===== config.mk =====
export PLATFORM = sky130hd
export DESIGN_NAME = memory_access_unit
export DESIGN_NICKNAME = d
export VERILOG_FILES = /design/src/rtl/pipeline_pkg.sv /design/src/rtl/me_timeout_counter.sv /design/src/rtl/memory_access_unit.sv
export SDC_FILE = /design/constraint.sdc
export NUM_CORES = 1
export LEC_CHECK = 0
export BUFFER_PORTS_ARGS = -buffer_cell sky130_fd_sc_hd__buf_2
export CAP_MARGIN = 25
export CORE_UTILIZATION = 23
export CTS_CLUSTER_DIAMETER = 40
export DETAILED_ROUTE_END_ITERATION = 6
export GPL_TIMING_DRIVEN = 1
export HOLD_SLACK_MARGIN = 0.02
export SLEW_MARGIN = 5
export SYNTH_ARGS = -nofsm -noshare
export SYNTH_HDL_FRONTEND = slang
export SYNTH_HIERARCHICAL = 1
export SYNTH_SLANG_ARGS = --single-unit

===== constraint.sdc =====
create_clock -name clk -period 10.7 [get_ports clk]
set_clock_uncertainty 0.15 [all_clocks]
set_input_delay 2.14 -clock clk [delete_from_list [all_inputs] [get_ports clk]]
set_output_delay 2.14 -clock clk [all_outputs]
set_load 0.05 [all_outputs]

===== src/rtl/pipeline_pkg.sv =====
// Shared definitions for the pipeline stages: the ME FSM state encoding, the width
// constants, and the cleared control word used to insert bubbles into the ME/WB register.
package pipeline_pkg;

    localparam int ME_DATA_W  = 32;
    localparam int REG_ADDR_W = 5;

    typedef enum logic [0:0] {
        ME_IDLE = 1'b0,
        ME_WAIT = 1'b1
    } me_state_t;

    // Control half of the ME/WB register; the data fields depend on the DATA_W parameter.
    typedef struct packed {
        logic [REG_ADDR_W-1:0] rd;
        logic                  reg_write;
        logic                  mem_to_reg;
        logic                  fault;
    } me_wb_ctrl_t;

    localparam me_wb_ctrl_t ME_WB_BUBBLE = '{rd: 5'd0, reg_write: 1'b0, mem_to_reg: 1'b0, fault: 1'b0};

endpackage


===== src/rtl/me_timeout_counter.sv =====
// Counts WAIT cycles of an outstanding bus transaction. It flags the last cycle
// before the transaction has to be aborted.
module me_timeout_counter #(
    parameter int TIMEOUT_CYCLES = 16,
    parameter int CNT_W          = $clog2(TIMEOUT_CYCLES + 1)
) (
    input  logic             clk,
    input  logic             reset,
    input  logic             clear,
    input  logic             enable,
    output logic [CNT_W-1:0] count,
    output logic             terminal
);

    logic [CNT_W-1:0] count_r;

    // Cycle counter; clear takes priority over enable.
    always_ff @(posedge clk or posedge reset) begin
        if (reset) begin
            count_r <= {CNT_W{1'b0}};
        end else if (clear) begin
            count_r <= {CNT_W{1'b0}};
        end else if (enable) begin
            count_r <= count_r + {{(CNT_W-1){1'b0}}, 1'b1};
        end else begin
            count_r <= count_r;
        end
    end

    assign count    = count_r;
    assign terminal = (count_r == CNT_W'(TIMEOUT_CYCLES - 1));

endmodule


===== src/rtl/memory_access_unit.sv =====
// ME stage of the 5-stage pipeline. ALU results pass straight through to ME/WB.
// Loads and stores run one req/ack bus transaction, which ends on an ack, a fault or a timeout.
module memory_access_unit
    import pipeline_pkg::*;
#(
    parameter int  DATA_W         = ME_DATA_W,
    parameter int  TIMEOUT_CYCLES = 16,
    localparam int CNT_W          = $clog2(TIMEOUT_CYCLES + 1)
) (
    input  logic                  clk,
    input  logic                  reset,
    input  logic [DATA_W-1:0]     EX_ME_ALU_result,
    input  logic [DATA_W-1:0]     EX_ME_rs2,
    input  logic [REG_ADDR_W-1:0] EX_ME_rd,
    input  logic                  EX_ME_RegWrite,
    input  logic                  EX_ME_MemRead,
    input  logic                  EX_ME_MemWrite,
    input  logic                  EX_ME_MemtoReg,
    output logic                  mem_req,
    output logic                  mem_we,
    output logic [DATA_W-1:0]     mem_addr,
    output logic [DATA_W-1:0]     mem_wdata,
    input  logic [DATA_W-1:0]     mem_rdata,
    input  logic                  mem_ack,
    output logic                  ME_stall,
    output logic [DATA_W-1:0]     ME_WB_ALU_result,
    output logic [DATA_W-1:0]     ME_WB_read_data,
    output logic [REG_ADDR_W-1:0] ME_WB_rd,
    output logic                  ME_WB_RegWrite,
    output logic                  ME_WB_MemtoReg,
    output logic                  ME_WB_fault
);

    me_state_t   state_r, state_s;
    logic        req_r, req_s, we_r, we_s;
    logic [DATA_W-1:0] addr_r, addr_s, wdata_r, wdata_s;
    logic [DATA_W-1:0] cap_alu_r, cap_alu_s;
    me_wb_ctrl_t cap_ctrl_r, cap_ctrl_s;
    logic [DATA_W-1:0] wb_alu_r, wb_alu_s, wb_rdata_r, wb_rdata_s;
    me_wb_ctrl_t wb_ctrl_r, wb_ctrl_s;
    logic        mem_op_s, misaligned_s, stall_s;
    logic        cnt_clear_s, cnt_en_s, cnt_terminal_s;
    logic [CNT_W-1:0] cnt_s;

    me_timeout_counter #(
        .TIMEOUT_CYCLES(TIMEOUT_CYCLES),
        .CNT_W         (CNT_W)
    ) u_timeout (
        .clk     (clk),
        .reset   (reset),
        .clear   (cnt_clear_s),
        .enable  (cnt_en_s),
        .count   (cnt_s),
        .terminal(cnt_terminal_s)
    );

    assign mem_op_s     = EX_ME_MemRead | EX_ME_MemWrite;
    assign misaligned_s = mem_op_s & (EX_ME_ALU_result[1:0] != 2'b00);

    // Next-state, stall and next values for the bus and ME/WB registers.
    always_comb begin
        state_s     = state_r;
        req_s       = req_r;
        we_s        = we_r;
        addr_s      = addr_r;
        wdata_s     = wdata_r;
        cap_alu_s   = cap_alu_r;
        cap_ctrl_s  = cap_ctrl_r;
        wb_alu_s    = {DATA_W{1'b0}};
        wb_rdata_s  = {DATA_W{1'b0}};
        wb_ctrl_s   = ME_WB_BUBBLE;
        stall_s     = 1'b0;
        cnt_clear_s = 1'b1;
        cnt_en_s    = 1'b0;
        case (state_r)
            ME_IDLE: begin
                if (!mem_op_s) begin
                    wb_alu_s             = EX_ME_ALU_result;
                    wb_ctrl_s.rd         = EX_ME_rd;
                    wb_ctrl_s.reg_write  = EX_ME_RegWrite;
                    wb_ctrl_s.mem_to_reg = EX_ME_MemtoReg;
                end else if (misaligned_s) begin
                    wb_alu_s        = EX_ME_ALU_result;
                    wb_ctrl_s.rd    = EX_ME_rd;
                    wb_ctrl_s.fault = 1'b1;
                end else begin
                    stall_s               = 1'b1;
                    req_s                 = 1'b1;
                    we_s                  = EX_ME_MemWrite;
                    addr_s                = EX_ME_ALU_result;
                    wdata_s               = EX_ME_rs2;
                    cap_alu_s             = EX_ME_ALU_result;
                    cap_ctrl_s.rd         = EX_ME_rd;
                    cap_ctrl_s.reg_write  = EX_ME_RegWrite;
                    cap_ctrl_s.mem_to_reg = EX_ME_MemtoReg;
                    cap_ctrl_s.fault      = 1'b0;
                    state_s               = ME_WAIT;
                end
            end
            ME_WAIT: begin
                stall_s = !mem_ack & !cnt_terminal_s;
                if (mem_ack) begin
                    req_s      = 1'b0;
                    state_s    = ME_IDLE;
                    wb_alu_s   = cap_alu_r;
                    wb_ctrl_s  = cap_ctrl_r;
                    wb_rdata_s = we_r ? {DATA_W{1'b0}} : mem_rdata;
                end else if (cnt_terminal_s) begin
                    req_s           = 1'b0;
                    state_s         = ME_IDLE;
                    wb_alu_s        = cap_alu_r;
                    wb_ctrl_s.rd    = cap_ctrl_r.rd;
                    wb_ctrl_s.fault = 1'b1;
                end else begin
                    cnt_clear_s = 1'b0;
                    cnt_en_s    = 1'b1;
                end
            end
            default: begin
                state_s = ME_IDLE;
                req_s   = 1'b0;
            end
        endcase
    end

    // State, bus and ME/WB registers; reset abandons any outstanding access.
    always_ff @(posedge clk or posedge reset) begin
        if (reset) begin
            state_r    <= ME_IDLE;
            req_r      <= 1'b0;
            we_r       <= 1'b0;
            addr_r     <= {DATA_W{1'b0}};
            wdata_r    <= {DATA_W{1'b0}};
            cap_alu_r  <= {DATA_W{1'b0}};
            cap_ctrl_r <= ME_WB_BUBBLE;
            wb_alu_r   <= {DATA_W{1'b0}};
            wb_rdata_r <= {DATA_W{1'b0}};
            wb_ctrl_r  <= ME_WB_BUBBLE;
        end else begin
            state_r    <= state_s;
            req_r      <= req_s;
            we_r       <= we_s;
            addr_r     <= addr_s;
            wdata_r    <= wdata_s;
            cap_alu_r  <= cap_alu_s;
            cap_ctrl_r <= cap_ctrl_s;
            wb_alu_r   <= wb_alu_s;
            wb_rdata_r <= wb_rdata_s;
            wb_ctrl_r  <= wb_ctrl_s;
        end
    end

    assign mem_req          = req_r;
    assign mem_we           = we_r;
    assign mem_addr         = addr_r;
    assign mem_wdata        = wdata_r;
    assign ME_stall         = stall_s;
    assign ME_WB_ALU_result = wb_alu_r;
    assign ME_WB_read_data  = wb_rdata_r;
    assign ME_WB_rd         = wb_ctrl_r.rd;
    assign ME_WB_RegWrite   = wb_ctrl_r.reg_write;
    assign ME_WB_MemtoReg   = wb_ctrl_r.mem_to_reg;
    assign ME_WB_fault      = wb_ctrl_r.fault;

    logic unused_s;
    assign unused_s = ^cnt_s;

endmodule

==> summary.md, run 1 <==
| Metric | Value |
|---|---|
| Status | `completed` |
| Final WS setup | `4.72 ns` |
| Max incr delay on CP | `0.43 ns` |
| Min-Delay Path Depth | `1` |
| Pwr dens | `238 mW/mm²` |
| Syn avg cell area | `15.4 µm²` |
| Setup TNS | `0 ns` |
| EDFF count, synth | `0` |
| Post-DP HPWL | `9.18 mm` |
| H-tree depth | `4` |
| Final Cycle Share | `55.9%` |
| HP Class | `register to register` |
| CTS Root Cell | `clkbuf_16` |
| Gr usage total | `11.2%` |
| Mux cell area share after synthesis | `14.8%` |
| Drt first pass iters | `4` |
| Ys async rst share | `100%` |
| First-pass GRT wire length | `20.6 mm` |
| Slowest cell on the critical path | `buf_4` |
| Yosys cell types | `34` |
| Commonest cells after routing, fill and taps aside | `buf_2 (246), dfrtp_1 (151), mux2_1 (56)` |
| Critical Path Fanout Max | `44` |
| Crit-path cells | `buf_2 > nor4_2 > buf_4 > buf_12 > nand2b_1 > buf_2` |
| Site Rows | `56` |
| Reg2Reg Depth | `8` |
| Main combinational cell family by area after synthesis | `multiplexers` |
| Nature of the critical path startpoint | `input pin` |
| Worst rel slew slack | `37.4%` |
| Syn Nets | `467` |
| Area Overhead vs Synth | `39.7%` |
| R2R Path Start | `u_timeout/count[0]` |
| Critical Path AT | `3.69 ns` |
| Routed wire length | `13.5 mm` |
| Stages on the worst setup path | `6` |
| Pleak | `3.92 nW` |
| Clock slew at reported path FFs | `0.06 ns` |
| Yosys warns | `6` |
| Number of I/O port buffers | `246` |
| Routed length per instance | `14.4 µm` |
| Max_cap viols | `0` |
| Full die area | `0.0246 mm²` |
| Unrepaired setup endpoints after global routing | `no` |
| Compound-Gate Fraction of Synth Area | `6.92%` |
| Core area | `0.0235 mm²` |
| Remaining antenna violation count after routing | `0` |
| Die Height | `157 µm` |
| Die width | `157 µm` |
| Vias in the first global route | `3735` |
| DRC Markers | `0` |
| #FFs+latches synth | `151` |
| Post-synthesis instance total | `357` |
| Via density | `3.99` |
| Final Net Count | `718` |
| DR vias | `3750` |
| Hold buffers post-CTS | `0` |
| Post-Synth XOR/XNOR Area | `0.159%` |
| Most Frequent Cell on Critical Path | `buf_2` |
| Initial antenna violation count | `1` |
| CP Capture Type | `output port` |
| Most common cell after layout, fill and taps aside | `buf_2` |
| Slew Limit Fails | `0` |
| TritonCTS clock tree | `done` |
| Ys flop type | `dfrtp_1` |
| Post-Synth Adder-Cell Area | `0.454%` |
| Pre-CTS setup slack | `4.52 ns` |
| CTS Buf Count | `17` |
| Share of layout cells above drive strength 1 | `49.0%` |
| Worst skew pair latency | `0.42 ns` |
| Register area share after synthesis | `68.5%` |
| Initial core utilization | `23.5%` |
| Fmax achieved | `0.167 GHz` |
| DRT iter0 DRCs | `115` |
| Setup CP Type | `input pin to output port` |
| Final min period | `5.98 ns` |
| Resize count post-CTS | `0` |
| Setup bufs post-CTS | `0` |
| HP Start | `mem_wdata[26]` |
| Fin. Hold Viols | `0` |
| Longest Clk Path Bufs | `2` |
| Sink Count | `151` |
| Worst slew pin tran | `0.938 ns` |
| Worst path required time | `8.41 ns` |
| Largest net degree at the start of global routing | `77` |
| Critical path's top delay family | `buffers and inverters` |
| Final Setup Violations | `0` |
| Flop-to-flop setup slack | `8.31 ns` |
| R2r endpoint | `u_timeout/count[3]` |
| Worst Path Buf+Inv | `4` |
| Post-synthesis cell area | `0.00551 mm²` |
| Max IR drop VDD | `0.0832 mV` |
| Routability cong. | `0.727` |
| Hold EP | `mem_wdata[26]` |
| Post-Synth Simple-Gate Area | `6.17%` |
| Number of I/O pins | `247` |
| GRT overflow | `0` |
-- final cells by class --
cell class              count  area, µm²
diodes                      1       2.50
clock buffers              19        443
clock inverters            12        153
fillers                  2363      15800
inverters                   7       31.3
multi-input cells         179       1580
flip-flops and latches    151       3780
well taps                 319        399
repair buffers            252       1310
-- registers in the layout, summed over array words and instances (netlist names) --
register,flops
ME_WB_ALU_result,32
ME_WB_MemtoReg,1
ME_WB_RegWrite,1
ME_WB_fault,1
ME_WB_rd,5
ME_WB_read_data,32
cap_alu_r,32
cap_ctrl_r,7
mem_req,1
mem_wdata,32
mem_we,1
state_r,1
u_timeout/count,5
-- synthesized netlist by cell type (2+ instances only) --
cell type,instances,area (µm²)
nor2b_1,2,12.5
mux2_1,56,631
inv_1,7,26.3
nand2_1,7,26.3
mux2_2,14,158
nor2_1,8,30.0
dfrtp_1,151,3780
nand3_1,2,10.0
and2_1,32,200
ha_1,2,25.0
a22o_1,35,307
clkbuf_1,5,18.8
buf_2,6,30.0
buf_6,7,78.8
o21ai_0,4,20.0
-- worst max path at each step --
stage | to | start
finish | ME_stall | EX_ME_ALU_result[0]
global placement | ME_stall | EX_ME_ALU_result[0]
global route | ME_stall | EX_ME_ALU_result[0]
detailed placement | ME_stall | EX_ME_ALU_result[0]
CTS | ME_stall | EX_ME_ALU_result[0]
floorplan | ME_WB_ALU_result[0] | reset
-- report_power, final --
group | internal, mW | switching, mW
Sequential | 0.658 | 0.0422
Combinational | 0.128 | 0.392
Clock | 0.372 | 0.241
-- worst reg2reg max path: cells and delay by family, from the launching register on --
family                     cells  cell delay [ns]
adders and majority gates      2             0.47
buffers and inverters          1             0.32
DFF                            1             0.44
muxes                          1             0.31
and+or+nand+nor                4             0.60
-- metrics by stage --
step	power [mW]	area (µm²)	util, %	cells	hold WS (ns)
floorplan	1.10	5510	-	357	0.309
global placement	1.23	7050	30.1	906	0.314
detailed placement	1.24	7050	30.1	906	0.320
CTS	1.86	7650	32.6	937	0.334
global route	1.91	7700	32.8	939	0.351
finish	1.83	7700	32.8	940	0.332
-- logic make-up (layout without fill, tap and decap cells) --
kind of cell             count (synthesis)  count (layout)
flip-flops                             151             151
multiplexers                            72              72
AND/OR/NAND/NOR                         58              58
AO/OA/AOI/OAI                           46              46
buffers and inverters                   27             290
adder cells (fa/ha/maj)                  2               2
XOR/XNOR                                 1               1
other                                    0               1
-- layer usage --
layer | part of all wire, % | track usage (%) | wire length, µm
met1 | 42 | 13.1 | 5700
met4 | 0.98 | 3.69 | 133
met5 | 0 | 0 | 0
met2 | 49 | 18.5 | 6640
met3 | 7.8 | 4.74 | 1060
Note: power is estimated with default switching activity, not from simulation.
==> run 2, diff against run 1 <==
==> constraint.sdc (replaced) <==
create_clock -name clk -period 5.76 [get_ports clk]
set_clock_uncertainty 0.15 [all_clocks]
set_input_delay 1.152 -clock clk [delete_from_list [all_inputs] [get_ports clk]]
set_output_delay 1.152 -clock clk [all_outputs]
set_load 0.05 [all_outputs]
==> summary.md, run 2 (synthesized netlist as in run 1, its figures left out) <==
| Metric | Value |
|---|---|
| TritonCTS clock tree | `done` |
| Nature of the critical path startpoint | `register` |
| Dpl cell area | `0.00707 mm²` |
| Final Net Count | `718` |
| Setup TNS | `0 ns` |
| Max IR drop VDD | `0.172 mV` |
| Filler Cell Count | `2366` |
| DR vias | `3747` |
| Fin. Hold Viols | `0` |
| Worst setup startpoint | `u_timeout/count[0]` |
| CTS Buf Count | `17` |
| GRT overflow | `0` |
| CTS Root Cell | `clkbuf_16` |
| Worst Path Buf+Inv | `1` |
| Final Cell Area | `0.00763 mm²` |
| Clock power frac | `31.7%` |
| Dpl cells | `908` |
| Clock slew at reported path FFs | `0.06 ns` |
| Number of I/O port buffers | `246` |
| Final Cycle Share | `60.6%` |
| Flop-to-flop setup slack | `3.12 ns` |
| R2R Path Start | `state_r` |
| Combinational fraction of design power | `29.0%` |
| H-tree depth | `4` |
| Worst path required time | `4.46 ns` |
| Share of layout cells above drive strength 1 | `49.3%` |
| Critical path's top delay family | `simple AND/OR/NAND/NOR gates` |
| Vias in the first global route | `3686` |
| Area Overhead vs Synth | `38.3%` |
| Flop pwr share | `39.2%` |
| Gr usage total | `11.3%` |
| Via density | `3.98` |
| Largest net degree at the start of global routing | `55` |
| Longest Clk Path Bufs | `2` |
| Slew Limit Fails | `0` |
| Site Rows | `56` |
| First-pass GRT wire length | `20.7 mm` |
| Routability cong. | `0.739` |
| Most common cell after layout, fill and taps aside | `buf_2` |
| Full die area | `0.0246 mm²` |
| Status | `completed` |
| Max incr delay on CP | `0.43 ns` |
| Final min period | `3.49 ns` |
| CP Capture Type | `output port` |
| HP Class | `register to register` |
| Number of I/O pins | `247` |
| Setup CP Type | `register to output port` |
| Crit-path cells | `ha_1 > and3_1 > ha_1 > nor2_1 > nand2_1 > nand2b_1 > buf_2` |
| Die Height | `157 µm` |
| Routed length per instance | `14.3 µm` |
| Drt first pass iters | `4` |
| Final WS setup | `2.27 ns` |
| DRC Markers | `0` |
| Fmax achieved | `0.286 GHz` |
| Die width | `157 µm` |
| Routed wire length | `13.5 mm` |
| Worst rel slew slack | `35.7%` |
| Non-Filler Instances | `941` |
| Initial core utilization | `23.5%` |
| HP Start | `mem_wdata[22]` |
| Internal power | `2.03 mW` |
| Worst slew pin tran | `0.965 ns` |
| Fin util | `32.5%` |
| Post-DP HPWL | `9.33 mm` |
| Initial antenna violation count | `1` |
| Pleak | `3.87 nW` |
| Hold buffers post-CTS | `0` |
| Critical Path AT | `2.19 ns` |
| Sink Count | `151` |
| Commonest cells after routing, fill and taps aside | `buf_2 (246), dfrtp_1 (151), mux2_1 (56)` |
| Most Frequent Cell on Critical Path | `ha_1` |
| DRT iter0 DRCs | `150` |
| Resize count post-CTS | `0` |
| Remaining antenna violation count after routing | `0` |
| Core area | `0.0235 mm²` |
| Worst skew pair latency | `0.41 ns` |
| Pre-CTS setup slack | `2.37 ns` |
| Unrepaired setup endpoints after global routing | `no` |
| Slowest cell on the critical path | `dfrtp_1` |
| Max_cap viols | `0` |
| Pwr dens | `434 mW/mm²` |
| Final Setup Violations | `0` |
| Setup bufs post-CTS | `0` |
| Psw | `1.28 mW` |
| Critical Path Fanout Max | `8` |
| Switch share | `38.7%` |
-- run 2: worst paths after layout --
path	to	cells after the start
hold reg to reg	mem_wdata[22]	1
setup / recovery	ME_stall	7
hold / removal	mem_wdata[22]	1
max in group asynchronous	ME_WB_read_data[30]	3
min in group asynchronous	u_timeout/count[2]	2
setup reg to reg	cap_alu_r[26]	4
-- run 2: power by group through the flow --
stage | Combinational (mW) | Clock, mW | Sequential (mW)
4_1_cts | 0.974 | 1.09 | 1.30
3_3_place_gp | 0.967 | 0 | 1.32
5_1_grt | 1.01 | 1.13 | 1.33
2_1_floorplan | 0.182 | 0 | 1.85
6_report | 0.962 | 1.05 | 1.30
3_5_place_dp | 0.973 | 0 | 1.32
-- run 2: final cells by class --
class / instances / area [µm²] / share of cell area, %
well taps: 319 / 399 / 5.23
repair buffers: 252 / 1280 / 16.7
clock inverters: 14 / 115 / 1.51
multi-input cells: 179 / 1580 / 20.8
diodes: 1 / 2.50 / 0.0328
flip-flops and latches: 151 / 3780 / 49.5
clock buffers: 18 / 439 / 5.76
inverters: 7 / 31.3 / 0.410
-- run 2: metal layers --
metal / vias to the layer above / global-route usage (%) / part of all wire, % / wire, µm
li1: 1752 / - / - / -
met1: 1855 / 13.7 / 43 / 5860
met2: 128 / 18.1 / 48 / 6450
met3: 12 / 4.21 / 7.4 / 991
met4: 0 / 4.06 / 1.3 / 170
met5: - / 0 / 0 / 0
-- run 2: worst register-to-register path, stage by stage, from the launching register on --
cell,delay (ns)
dfrtp_1,0.53
nor4_2,0.36
buf_4,0.44
buf_4,0.59
mux2_2,0.46
-- run 2: stage by stage --
step,hold slack (ns),power (mW)
CTS,0.334,3.37
floorplan,0.309,2.04
global placement,0.314,2.28
finish,0.330,3.31
global route,0.351,3.47
detailed placement,0.319,2.29
